==> src/rtl/cpu_seq_m.sv <==
// ---------------------------------------------------------------------------
// cpu_seq_m : single-clock multicycle accumulator CPU (VeriRISC successor)
//
// An internal sequencer walks START -> FETCH -> DECODE -> (READ | WRITE |
// HALT) -> FETCH ... and drives one external memory port.
//
// Memory handshake: mem_req is the "valid" of a request; mem_we, mem_addr
// and mem_wdata are qualified by mem_req and hold steady until the cycle in
// which mem_ack is high, which is the single completing cycle ("ready").
// mem_ack may already be high in the first cycle of mem_req (zero wait), and
// any mem_ack seen while mem_req is low is ignored. mem_rdata is captured in
// the acknowledging cycle.
//
// Ports:
//   clk        system clock, all state updates on the rising edge
//   rst_       asynchronous active-low reset
//   run        resume request, only looked at while halted
//   mem_req    memory access request
//   mem_we     1 = write, 0 = read (valid while mem_req)
//   mem_addr   access address (valid while mem_req)
//   mem_wdata  write data = accumulator (valid while mem_req & mem_we)
//   mem_rdata  read data, sampled when mem_ack = 1
//   mem_ack    access complete
//   halt       high while halted
//   zero       accumulator equals zero
//   pc         program counter (debug)
//   accum      accumulator (debug)
//   instr_cnt  retired-instruction count, wraps at 2^CW
//   state_dbg  current sequencer state code (debug)
// ---------------------------------------------------------------------------
module cpu_seq_m #(
   parameter int DW = 8,
   parameter int AW = 5,
   parameter int CW = 16
) (
   input  logic          clk,
   input  logic          rst_,
   input  logic          run,
   output logic          mem_req,
   output logic          mem_we,
   output logic [AW-1:0] mem_addr,
   output logic [DW-1:0] mem_wdata,
   input  logic [DW-1:0] mem_rdata,
   input  logic          mem_ack,
   output logic          halt,
   output logic          zero,
   output logic [AW-1:0] pc,
   output logic [DW-1:0] accum,
   output logic [CW-1:0] instr_cnt,
   output logic [2:0]    state_dbg
);

   // The opcode occupies the top three bits and the operand address the low
   // AW bits, so both fields must fit in one word.
   generate
      if (DW < AW + 3) begin : g_width_check
         $error("cpu_seq_m: DW must be at least AW+3");
      end
   endgenerate

   localparam logic [2:0] OP_HLT = 3'd0;
   localparam logic [2:0] OP_SKZ = 3'd1;
   localparam logic [2:0] OP_ADD = 3'd2;
   localparam logic [2:0] OP_AND = 3'd3;
   localparam logic [2:0] OP_XOR = 3'd4;
   localparam logic [2:0] OP_LDA = 3'd5;
   localparam logic [2:0] OP_STO = 3'd6;
   localparam logic [2:0] OP_JMP = 3'd7;

   typedef enum logic [2:0] {
      S_START  = 3'd0,
      S_FETCH  = 3'd1,
      S_DECODE = 3'd2,
      S_READ   = 3'd3,
      S_WRITE  = 3'd4,
      S_HALT   = 3'd5
   } state_t;

   state_t        state, state_nx;
   logic [DW-1:0] ir, ir_nx;
   logic [DW-1:0] accum_nx;
   logic [AW-1:0] pc_nx;
   logic [CW-1:0] cnt_nx;
   logic          retire;

   logic [2:0]    opcode;
   logic [AW-1:0] ir_addr;

   assign opcode    = ir[DW-1 -: 3];
   assign ir_addr   = ir[AW-1:0];
   assign zero      = (accum == '0);
   assign state_dbg = state;

   // State and datapath registers. Reset returns the sequencer to S_START,
   // which drops mem_req immediately, so an access in flight is abandoned.
   always_ff @(posedge clk or negedge rst_) begin
      if (!rst_) begin
         state     <= S_START;
         pc        <= '0;
         accum     <= '0;
         ir        <= '0;
         instr_cnt <= '0;
      end else begin
         state     <= state_nx;
         pc        <= pc_nx;
         accum     <= accum_nx;
         ir        <= ir_nx;
         instr_cnt <= cnt_nx;
      end
   end

   // Next-state, datapath and memory-port decode. The memory outputs depend
   // only on the state and on registered pc/ir/accum, so they cannot change
   // while a request waits for mem_ack.
   always_comb begin
      state_nx  = state;
      pc_nx     = pc;
      accum_nx  = accum;
      ir_nx     = ir;
      retire    = 1'b0;
      mem_req   = 1'b0;
      mem_we    = 1'b0;
      mem_addr  = pc;
      mem_wdata = accum;
      halt      = 1'b0;

      case (state)
         S_START: begin
            state_nx = S_FETCH;
         end

         S_FETCH: begin
            mem_req  = 1'b1;
            mem_addr = pc;
            if (mem_ack) begin
               ir_nx    = mem_rdata;
               pc_nx    = pc + 1'b1;
               state_nx = S_DECODE;
            end
         end

         S_DECODE: begin
            case (opcode)
               OP_HLT: begin
                  retire   = 1'b1;
                  state_nx = S_HALT;
               end
               OP_SKZ: begin
                  retire   = 1'b1;
                  state_nx = S_FETCH;
                  if (accum == '0) begin
                     pc_nx = pc + 1'b1;
                  end
               end
               OP_JMP: begin
                  retire   = 1'b1;
                  pc_nx    = ir_addr;
                  state_nx = S_FETCH;
               end
               OP_STO: begin
                  state_nx = S_WRITE;
               end
               default: begin
                  // ADD, AND, XOR and LDA all need an operand read
                  state_nx = S_READ;
               end
            endcase
         end

         S_READ: begin
            mem_req  = 1'b1;
            mem_addr = ir_addr;
            if (mem_ack) begin
               case (opcode)
                  OP_ADD:  accum_nx = accum + mem_rdata;
                  OP_AND:  accum_nx = accum & mem_rdata;
                  OP_XOR:  accum_nx = accum ^ mem_rdata;
                  default: accum_nx = mem_rdata;
               endcase
               retire   = 1'b1;
               state_nx = S_FETCH;
            end
         end

         S_WRITE: begin
            mem_req   = 1'b1;
            mem_we    = 1'b1;
            mem_addr  = ir_addr;
            mem_wdata = accum;
            if (mem_ack) begin
               retire   = 1'b1;
               state_nx = S_FETCH;
            end
         end

         S_HALT: begin
            halt = 1'b1;
            // pc already points past the HLT, so execution resumes after it
            if (run) begin
               state_nx = S_FETCH;
            end
         end

         default: begin
            state_nx = S_START;
         end
      endcase

      cnt_nx = instr_cnt + {{(CW-1){1'b0}}, retire};
   end

endmodule
==> config.mk <==
export PLATFORM = sky130hd
export DESIGN_NAME = cpu_seq_m
export DESIGN_NICKNAME = d
export VERILOG_FILES = /design/src/rtl/cpu_seq_m.sv
export SDC_FILE = /design/constraint.sdc
export NUM_CORES = 1
export LEC_CHECK = 0
export CORE_AREA = 2 2 83 85
export CTS_CLUSTER_DIAMETER = 50
export DETAILED_ROUTE_END_ITERATION = 16
export DIE_AREA = 0 0 85 87
export PLACE_DENSITY = 0.7
export SYNTH_ARGS = -nofsm -noshare
export SYNTH_HDL_FRONTEND = slang
export SYNTH_SLANG_ARGS = --single-unit
==> constraint.sdc <==
create_clock -name clk -period 2.7 [get_ports clk]
set_input_delay 0.405 -clock clk [delete_from_list [all_inputs] [get_ports clk]]
set_output_delay 0.405 -clock clk [all_outputs]
set_load 0.01 [all_outputs]
==> impl_metrics.yaml <==
global_route:
  overflow: 0
  grt_max_degree: 41
  grt_pass1_vias: 2193
  track_usage_pct: 17.3
  grt_pass1_wl_microns: 10400
  antenna_found_initial: 0
floorplanning:
  die_w_microns: 85
  rows: 30
  num_io_pins: 61
  coreArea_sq_um: 6570
  initial_core_util_pct: 38.9
  die_height_microns: 87
  dieArea_sq_um: 7400
routing:
  wirelength_microns: 6150
  drc_errors: 0
  drt_iter0_drc: 73
  firstDrtPassIters: 4
  vias: 2206
  antenna_left: 0
  wl_per_cell_microns: 15.3
  viasPerCell: 5.49
sta:
  rsz0062_at_grt: "no"
  max_freq_ghz: 0.386
  setup_viol: 0
  worstMarginPinSlew_ns: 0.912
  layout_worst_path_cycle_share_pct: 96.0
  finalCriticalPeriod_ns: 2.59
  hold_viol_final: 0
  setup_tns_ns: 0
  fin_skew_ns: 0.00454
  report.final.slew_viol_count: 0
  slew_headroom_pct: 39.2
worst_setup_path:
  start_kind: "flop"
  crit_slowest_cell: "dfrtp_1"
  critPathRequiredTime_ns: 2.30
  cpPeakStageDelay_ns: 0.49
  cp.arrival_ns: 2.19
  crit_type: "reg -> out"
  critPathCaptureType: "output pin"
  path_cells: "nor2b_1, nand2_1, nand2_2, mux2_2, clkdlybuf4s50_1"
  crit_fanout: 9
pwr:
  swShare_pct: 41.6
  combPwrFrac_pct: 59.8
  power_density_nw_per_um2: 1120
  netSwitchingPower_w: 0.00152
  p_clk_share_pct: 11.4
  vdd_ir_drop_max_mv: 0.407
  p_int_w: 0.00213
  seq_power_share_pct: 28.8
  leakage_nw: 1.39
cts:
  insertion_delay_ns: 0.29
  root_buffer: "clkbuf_8"
  path_clk_slew_ns: 0.08
  numClockSinks: 40
  cts_buffers: 5
  cts.htree.levels: 2
  hold_buffers: 0
  cts_max_path_buffers: 2
  cts_setup_buffers: 0
  cts_tree: "yes"
final_layout:
  instances_no_fill: 402
  area_growth_pct: 27.9
  final_cell_mix: "59 x clkdlybuf4s50_1, 39 x dfrtp_1, 22 x nand2_1"
  nets: 346
  antenna_cells: 0
  final_core_util_pct: 49.7
  drive_gt1_share_pct: 12.7
  design_area_sq_um: 3260
  n_fill_cell: 600
  layout_commonest_cell: "clkdlybuf4s50_1"
run:
  max_cap_violations: 0
synth:
  synth_edf_count: 0
  syn_area_sq_um: 2550
  synthTopCellsByArea: "dfrtp_1 39%, ha_1 5.9%, mux2_2 5.3%"
  yosysSeqAreaShare_pct: 39.2
  avgSynthCellArea_sq_um: 9.52
  async_flop_share_pct: 100
  ys_ff_latch: 40
  yosysTopAreaCell: "dfrtp_1"
  synth.distinct_cells: 54
  yosys_warnings: 0
  synthCells: 268
  synthFlopType: "dfrtp_1"
  synth_fp_nets: 293
  netlist.area_leader.share_pct: 39.2
hold_path:
  hold_class: "in -> async"
placement:
  placed_cells: 394
  place_hpwl_microns: 4600
  portBuffers: 60
  gp_congestion: 0.847
  dpl_cell_area_sq_um: 3170
outcome:
  status: "finished, final reports clean"
## path summary, 6_finish.rpt
| check | cells past startpoint | slack (ns) | startpoint | to |
|---|---|---|---|---|
| setup / recovery | 5 | 0.11 | state_dbg[0] | mem_addr[3] |
| hold / removal | 1 | 0.24 | rst_ | instr_cnt[4] |
| setup reg to reg | 9 | 0.36 | state_dbg[0] | instr_cnt[13] |
| hold reg to reg | 1 | 0.47 | instr_cnt[15] | instr_cnt[15] |
| max in group asynchronous | 1 | 1.85 | rst_ | state_dbg[2] |
| min in group clk | 1 | 0.47 | instr_cnt[15] | instr_cnt[15] |
## area by class of cell
| cell class | instances | area, sq um | share of cell area, % |
|---|---|---|---|
| inverters | 5 | 18.8 | 0.575 |
| multi-input cells | 204 | 1420 | 43.4 |
| well taps | 80 | 100 | 3.07 |
| clock inverters | 2 | 10.0 | 0.307 |
| flip-flops and latches | 40 | 1000 | 30.7 |
| repair buffers | 65 | 633 | 19.4 |
| clock buffers | 6 | 82.6 | 2.53 |
## power by group through the flow
stage                     combinational [W]  sequential, W  clock (W)
after global placement              0.00214        0.00106          0
after CTS                           0.00219        0.00106   0.000425
after floorplan                     0.00134        0.00108          0
final                               0.00218        0.00105   0.000416
after detailed placement            0.00218        0.00107          0
after global routing                0.00241        0.00110   0.000458
## through the flow
stage	total power [W]	worst slack, ns	hold WS (ns)
2_1_floorplan	0.00242	0.477	0.109
3_3_place_gp	0.00320	0.181	0.457
3_5_place_dp	0.00324	0.144	0.467
4_1_cts	0.00367	0.0370	0.280
5_1_grt	0.00397	0.0140	0.321
6_report	0.00365	0.108	0.236
## kinds of logic (layout without fill, tap and decap cells)
kind of cell / after synthesis / in the layout / share of synthesized area, %
flip-flops: 40 / 40 / 39.2
AND/OR/NAND/NOR: 88 / 88 / 18.3
buffers and inverters: 24 / 78 / 5.34
multiplexers: 14 / 14 / 6.08
adder cells (fa/ha/maj): 13 / 13 / 6.67
XOR/XNOR: 16 / 16 / 5.49
AO/OA/AOI/OAI: 73 / 73 / 18.9
## critical path: cells and delay by family, from the launching register on
kind / cells / cell delay [ns]
buf+inv: 1 / 0.49
mux: 1 / 0.36
simple gates: 3 / 0.54
flops: 1 / 0.49
## flip-flops by register name, indices dropped and copies added (netlist names)
register and count:
ir 8, accum 8, pc 5, state_dbg 3, instr_cnt 16
## repair_timing
| item | CTS | global route |
|---|---|---|
| endpoints found under the setup margin | 0 | 4 |
| gates resized for setup | 0 | 2 |
| hold endpoints to repair | 0 | 0 |
## layer usage
layer / share of wire (%) / track usage, %
met5: 0 / 0
met4: 0.99 / 4.76
met3: 6.4 / 4.36
met2: 49 / 29.2
met1: 44 / 22.2
## cells in the mapped netlist (all sizes together), types with 2 or more instances
cell type  number
xnor2          11
nor2           18
dfrtp          40
xor2            5
nand2          23
a31oi           5
or2             3
a21oi          15
buf            14
a22oi           3
o32ai           2
nor3b           2
or4             2
nand2b          4
nand3          13
mux2           12
clkbuf          5
or3b            3
a21o            5
and3            4
a211oi          4
o211ai          2
nand4           4
a22o            2
inv             5
o21bai          3
o21ai          21
nor3            5
nor2b           4
ha             12
mux2i           2
Note: power is estimated with default switching activity, not from simulation.
